<file path="src/rtl/alu_wb.sv">
// alu_wb: two-entry write-back buffer between an ALU and the register file.
//
// Purpose
//   Holds up to two ALU results in FIFO order and presents the oldest one to
//   the register-file write port. Each entry records the result, the
//   destination register and a write enable. The write enable is cleared for
//   writes to r0 and for signed add/sub overflow traps. A trap also produces
//   a one-cycle exc pulse and bumps a saturating trap counter.
//
// Handshake (both sides): a transfer happens on a rising edge where valid and
//   ready are both 1. The producer holds valid and its data steady until that
//   edge. in_ready comes from the registered occupancy only, so out_ready has
//   no combinational path to in_ready. When the buffer is full, a pop frees a
//   slot that can be used from the next cycle on. out_valid likewise depends
//   only on registered state.
//
// Ports
//   clk, rst_n          clock; asynchronous active-low reset
//   in_valid/in_ready   upstream handshake
//   in_r, in_aluc       ALU result and the opcode that produced it
//   in_zero/carry/negative/overflow   ALU flags for the result
//   in_rd               destination register index
//   out_valid/out_ready register-file handshake
//   out_r, out_rd       head entry result and destination
//   out_we              head write enable (0 whenever out_valid is 0)
//   flags               {zero, carry, negative, overflow} of the last accepted entry
//   exc                 one-cycle pulse after each accepted trap
//   exc_cnt             saturating count of accepted traps
module alu_wb #(
  parameter int DEPTH = 2
) (
  input  logic        clk,
  input  logic        rst_n,
  input  logic        in_valid,
  output logic        in_ready,
  input  logic [31:0] in_r,
  input  logic [3:0]  in_aluc,
  input  logic        in_zero,
  input  logic        in_carry,
  input  logic        in_negative,
  input  logic        in_overflow,
  input  logic [4:0]  in_rd,
  output logic        out_valid,
  input  logic        out_ready,
  output logic [31:0] out_r,
  output logic [4:0]  out_rd,
  output logic        out_we,
  output logic [3:0]  flags,
  output logic        exc,
  output logic [7:0]  exc_cnt
);

  localparam logic [3:0] ALUC_ADD = 4'b0010;
  localparam logic [3:0] ALUC_SUB = 4'b0011;

  // Storage: two slots addressed by one-bit pointers that wrap 1 -> 0.
  logic [31:0] r_mem_q  [2];
  logic [4:0]  rd_mem_q [2];
  logic        we_mem_q [2];

  logic        wr_ptr_q;
  logic        rd_ptr_q;
  logic [1:0]  count_q;
  logic [1:0]  count_d;
  logic [3:0]  flags_q;
  logic        exc_q;
  logic [7:0]  exc_cnt_q;

  logic        accept;
  logic        pop;
  logic        trap;
  logic        wr_we;

  assign in_ready  = (count_q != 2'(DEPTH));
  assign out_valid = (count_q != 2'd0);

  assign accept = in_valid & in_ready;
  assign pop    = out_valid & out_ready;

  // Only signed add/sub overflow traps. Overflow reported for other opcodes
  // is informational and leaves the write enabled.
  assign trap  = ((in_aluc == ALUC_ADD) || (in_aluc == ALUC_SUB)) && in_overflow;
  assign wr_we = (in_rd != 5'd0) && !trap;

  always_comb begin
    count_d = count_q;
    case ({accept, pop})
      2'b10:   count_d = count_q + 2'd1;
      2'b01:   count_d = count_q - 2'd1;
      default: count_d = count_q;
    endcase
  end

  always_ff @(posedge clk or negedge rst_n) begin
    if (!rst_n) begin
      for (int i = 0; i < 2; i++) begin
        r_mem_q[i]  <= '0;
        rd_mem_q[i] <= '0;
        we_mem_q[i] <= 1'b0;
      end
      wr_ptr_q  <= 1'b0;
      rd_ptr_q  <= 1'b0;
      count_q   <= 2'd0;
      flags_q   <= 4'd0;
      exc_q     <= 1'b0;
      exc_cnt_q <= 8'd0;
    end else begin
      if (accept) begin
        r_mem_q[wr_ptr_q]  <= in_r;
        rd_mem_q[wr_ptr_q] <= in_rd;
        we_mem_q[wr_ptr_q] <= wr_we;
        wr_ptr_q           <= ~wr_ptr_q;
        flags_q            <= {in_zero, in_carry, in_negative, in_overflow};
      end
      if (pop) begin
        rd_ptr_q <= ~rd_ptr_q;
      end
      count_q <= count_d;
      exc_q   <= accept & trap;
      if (accept && trap && (exc_cnt_q != 8'hff)) begin
        exc_cnt_q <= exc_cnt_q + 8'd1;
      end
    end
  end

  assign out_r   = r_mem_q[rd_ptr_q];
  assign out_rd  = rd_mem_q[rd_ptr_q];
  // Gate with out_valid so a stale slot never presents a write.
  assign out_we  = out_valid & we_mem_q[rd_ptr_q];
  assign flags   = flags_q;
  assign exc     = exc_q;
  assign exc_cnt = exc_cnt_q;

endmodule

</file>
<file path="config.mk">
export PLATFORM = sky130hd
export DESIGN_NAME = alu_wb
export DESIGN_NICKNAME = d
export VERILOG_FILES = /design/src/rtl/alu_wb.sv
export SDC_FILE = /design/constraint.sdc
export NUM_CORES = 1
export LEC_CHECK = 0
export ABC_AREA = 0
export CAP_MARGIN = 10
export CORE_ASPECT_RATIO = 0.6
export CORE_MARGIN = 10
export CORE_UTILIZATION = 45
export DETAILED_ROUTE_END_ITERATION = 10
export GPL_TIMING_DRIVEN = 0
export PLACE_DENSITY = 0.72
export SLEW_MARGIN = 20
export SYNTH_ARGS = -nofsm -noshare
export SYNTH_HDL_FRONTEND = slang
export SYNTH_SLANG_ARGS = --single-unit
</file>
<file path="constraint.sdc">
create_clock -name clk -period 2.4 [get_ports clk]
set_input_delay 0.48 -clock clk [delete_from_list [all_inputs] [get_ports clk]]
set_output_delay 0.48 -clock clk [all_outputs]
set_load 0.01 [all_outputs]
</file>
# == Word-level counts from Yosys, hierarchy flattened ==
# Index checks and enable logic that the tools add are counted.
# W data, S select, Z words.
# classes
n_addsub,3
magnitude_cmp,3
eq_ne,6
mux,19
bitwise_logic,8
n_reduce_logical,10
# op_table
op,n
$mux W32,4
$bwmux W64,1
$demux W32 S1,1
$mux W5,4
$bwmux W10,1
$add A8 B1 Y8 const B,1
$eq A4 B2 Y1 const B,2
$ne A8 B8 Y1 const B,1
$demux W5 S1,1
$logic_and A1 B1 Y1,5
$reduce_bool A5 Y1,1
$and A1 B1 Y1,4
$ge A2 B2 Y1 const B,2
$mux W1,4
$not A1 Y2,2
$pmux W2 S2,1
$reduce_bool A2 Y1,2
$add A2 B1 Y2 const B,1
$bwmux W2,1
$eq A2 B1 Y1 const B,1
$eq A2 B2 Y1 const B,1
$lt A2 B1 Y1 const B,1
$ne A2 B2 Y1 const B,1
$not A1 Y1,2
other kinds (4),4
# word_totals
regBits,93
in_bits,49
output_inout_bits,53
word_cells,61

# == Longest topological paths before layout ==
# logic_depth
ltp_word,6
ltp_mapped,7
ltp_nobuf,7

# == Worst setup path after synthesis ==
# No wires, ideal clock.
# synth_path
path_type,register to output
from,register rd_ptr_q
to,output out_r[23]
arrival_ns,1.153
required_ns,1.920
slack_ns,0.767
path_stages_with_launch,4
n_path_buf,2
cell_sequence,dfrtp_1 buf_2 buf_2 mux2_2
# synth_via
elab_chain_cells,4
# synth_lines
element,line,text
start: declaration,62,logic rd_ptr_q;
start signal: assignment,116,rd_ptr_q <= ~rd_ptr_q;
$not A1 Y2 (implied by the code),126,assign out_r = r_mem_q[rd_ptr_q];
$mux W32 (implied by the code) (3 in a row),126,
end: declaration,45,"output logic [31:0] out_r,"
# No other way between the ends. The select of a mux whose other input is x is not followed.

# == Worst setup path after layout ==
# layout_path
from,register rd_ptr_q
to,output out_r[18]
# The elaborated chain is that of the path after synthesis.

==> out/qor.yml <==
placement:
  hpwl_um: 6758
  placedInstanceArea_um2: 5448
  io_buffer_count: 100
  dpl.cell_count: 498
  dpl_worst_slack_ps: 46.80
  routabilityCongestion: 0.7206
yosys:
  synth_top_area_share_pct: 54.69
  synth_area_um2: 4255
  synthCells: 267
  ys_top_cells_by_area: "dfrtp_1, mux2_2, mux2_4, xor2_1, buf_12"
  yosys_register_bits: 93
  yosysWarnings: 0
  yosys.area.top_type: "dfrtp_1"
  synth_cell_type_count: 31
  syn-num-nets: 318
  ys_seq_area_share_pct: 54.69
  synth_area_per_cell_um2: 15.94
setup_path:
  cp.arrival_ps: 1880
  worst_path_largest_cell_delay_ps: 490
  crit_path_end_kind: "primary output"
  worstPathMaxFanout: 10
  critical_path_required_ps: 1920
  crit_path_top_delay_cell: "clkdlybuf4s50_1"
  crit_type: "flop to primary output"
  critPathLaunchType: "flop"
  path_buf_inv: 2
  crit_family: "buffers and inverters"
  cp_cell_sequence: "buf_2 > mux2_2 > clkdlybuf4s50_1"
sta:
  fin_worst_skew_ps: 4.173
  worst-slew-pin-transition_ps: 448.8
  post-route-period-util_pct: 98.20
  hold_viol_final: 0
  min_period_ps: 2357
  rsz0062_at_grt: "yes"
  fin_ws_ps: 43.19
  setup_violations: 0
  fmax_mhz: 424.3
  slew_headroom_pct: 69.97
  slew_viol_final: 0
detailed_routing:
  dr.max_layer_used: "met4"
  totalWireLength_um: 9360
  wl_met3_um: 838
  drt-met1-wl_um: 4775
  firstDrtPassIters: 4
  drc: 0
  wl_met2_um: 3690
  drt_iter0_drc: 75
  vias: 2518
  routed_via_density: 4.861
  antenna_left: 0
  wl_per_cell_um: 18.07
floorplan:
  die_area_um2: 13870
  fp.dieH_um: 95.33
  io_pins: 102
  row_count: 27
  die-width_um: 145.5
  core_area_um2: 9189
  start_util_pct: 46.31
clocking:
  cts_buffers: 9
  clockRootBuffer: "clkbuf_16"
  path_clk_slew_ps: 60
  cts.hold.buffers_added: 0
  clk_latency_ps: 340
  cts_tree: "done"
  clockBufferDepth: 2
  cts_max_level: 3
  cts_sinks: 93
final_layout:
  mostFrequentLayoutCells: "clkdlybuf4s50_1, dfrtp_1, mux2_2"
  regArea_um2: 2327
  multi_input_area_um2: 1810
  layout-drive-gt1-share_pct: 40.05
  fin_nets: 433
  fillers: 713
  area_delta_synth_final_pct: 36.67
  layout_commonest_cell: "clkdlybuf4s50_1"
  final_cell_area_um2: 5816
  stdcell_count: 518
power:
  p_leak_nw: 2.525
  ir_drop_uv: 812.3
  power_density_nw_per_um2: 1428
grt:
  antenna_found_initial: 1
  grt_pass1_vias: 2744
  grt_pass1_wl_um: 15400
  grt.overflow.total: 0
  gr-usage-all-layers_pct: 13.95
  grt_max_degree: 58
outcome:
  status: "finished, final reports clean"
flow_run:
  cap_viol_max_count: 0
hold_path:
  hold_path_class: "primary input to async pin"
[metal layers]
metal  GRT usage, %  vias up
met4          2.513        0
met2          18.68       74
met1          19.55     1247
li1               -     1189
met5              0        -
met3          7.329        8
[repair_timing]
item | CTS | global route
gates cloned | 0 | 0
resized for setup | 2 | 9
endpoints found under the setup margin | 29 | 38
buffers inserted | 0 | 3
[report_power, final]
| group | switching [mW] | internal (mW) |
|---|---|---|
| clock network | 0.584 | 0.863 |
| registers | 0.416 | 2.32 |
| logic | 1.47 | 2.64 |
| total | 2.47 | 5.83 |
[final cells by class]
type,instances,area share [%]
Multi-Input combinational cell,161,31.13
Buffer,11,2.216
Tap cell,130,2.797
Clock inverter,5,1.011
Sequential cell,93,40.02
Clock buffer,11,4.346
Inverter,2,0.1291
Timing Repair Buffer,104,18.31
Antenna cell,1,0.04303
[stage by stage]
stage	hold WS [ps]	util, %	total power, mW	setup TNS [ps]
floorplan	184.4	-	5.099	0
finish	33.88	63.29	8.305	0
global placement	466.5	58.97	6.726	-242940
global route	46.72	63.26	8.832	-537.6
detailed placement	407.5	59.29	6.824	0
CTS	37.41	62.72	8.341	-4097
[cell usage after synthesis]
library cell and n:
buf_12 3, xnor2_1 3, buf_2 4, buf_6 2, nand2_1 3, o31ai_1 1
nand3_1 3, nor3_1 1, or4_1 1, xor2_1 9, ha_1 2, and2_1 1
nand2_4 1, dfrtp_1 93, nor2_1 5, nand3_4 1, mux2_2 78, mux2_4 38
nand2b_4 1, mux2i_1 1, nand4_1 1, nand3_2 1, clkbuf_1 2, nor2_8 1
nor4b_2 1, o21ai_0 2, nor4_1 3, and4bb_2 1, nor3b_1 1, inv_1 2
o21bai_1 1
[state kept, by name, summed over array words and instances, names as in the netlist, 2 cells and up]
signal and flops:
we_mem_q 2, exc_cnt 8, r_mem_q 64, flags 4, rd_mem_q 10, count_q 2
[cell families after synthesis]
| group | after synthesis | synth area share, % |
|---|---|---|
| xor gates and xnor gates | 12 | 2.470 |
| and+or+nand+nor | 26 | 4.616 |
| buffers and inverters | 13 | 2.764 |
| adders and majority gates | 2 | 0.5880 |
| DFF | 93 | 54.69 |
| AOI/OAI and AO/OA | 4 | 0.5882 |
| muxes | 117 | 34.28 |
[path summary, 6_finish.rpt]
path / from / endpoint / slack [ps] / depth (start not counted)
worst min-delay path: rst_n / r_mem_q[53]$_DFFE_PN0P_ / 30 / 1
min in group clk: we_mem_q[0]$_DFFE_PN0P_ / we_mem_q[0]$_DFFE_PN0P_ / 480 / 2
worst max-delay path: rd_ptr_q$_DFFE_PN0P_ / out_r[18] / 40 / 3
worst min register to register: we_mem_q[0]$_DFFE_PN0P_ / we_mem_q[0]$_DFFE_PN0P_ / 480 / 2
worst max register to register: count_q[0]$_DFFE_PN0P_ / r_mem_q[58]$_DFFE_PN0P_ / 760 / 5
max in group asynchronous: rst_n / rd_mem_q[7]$_DFFE_PN0P_ / 1770 / 2
(Power assumes the default switching activity.)
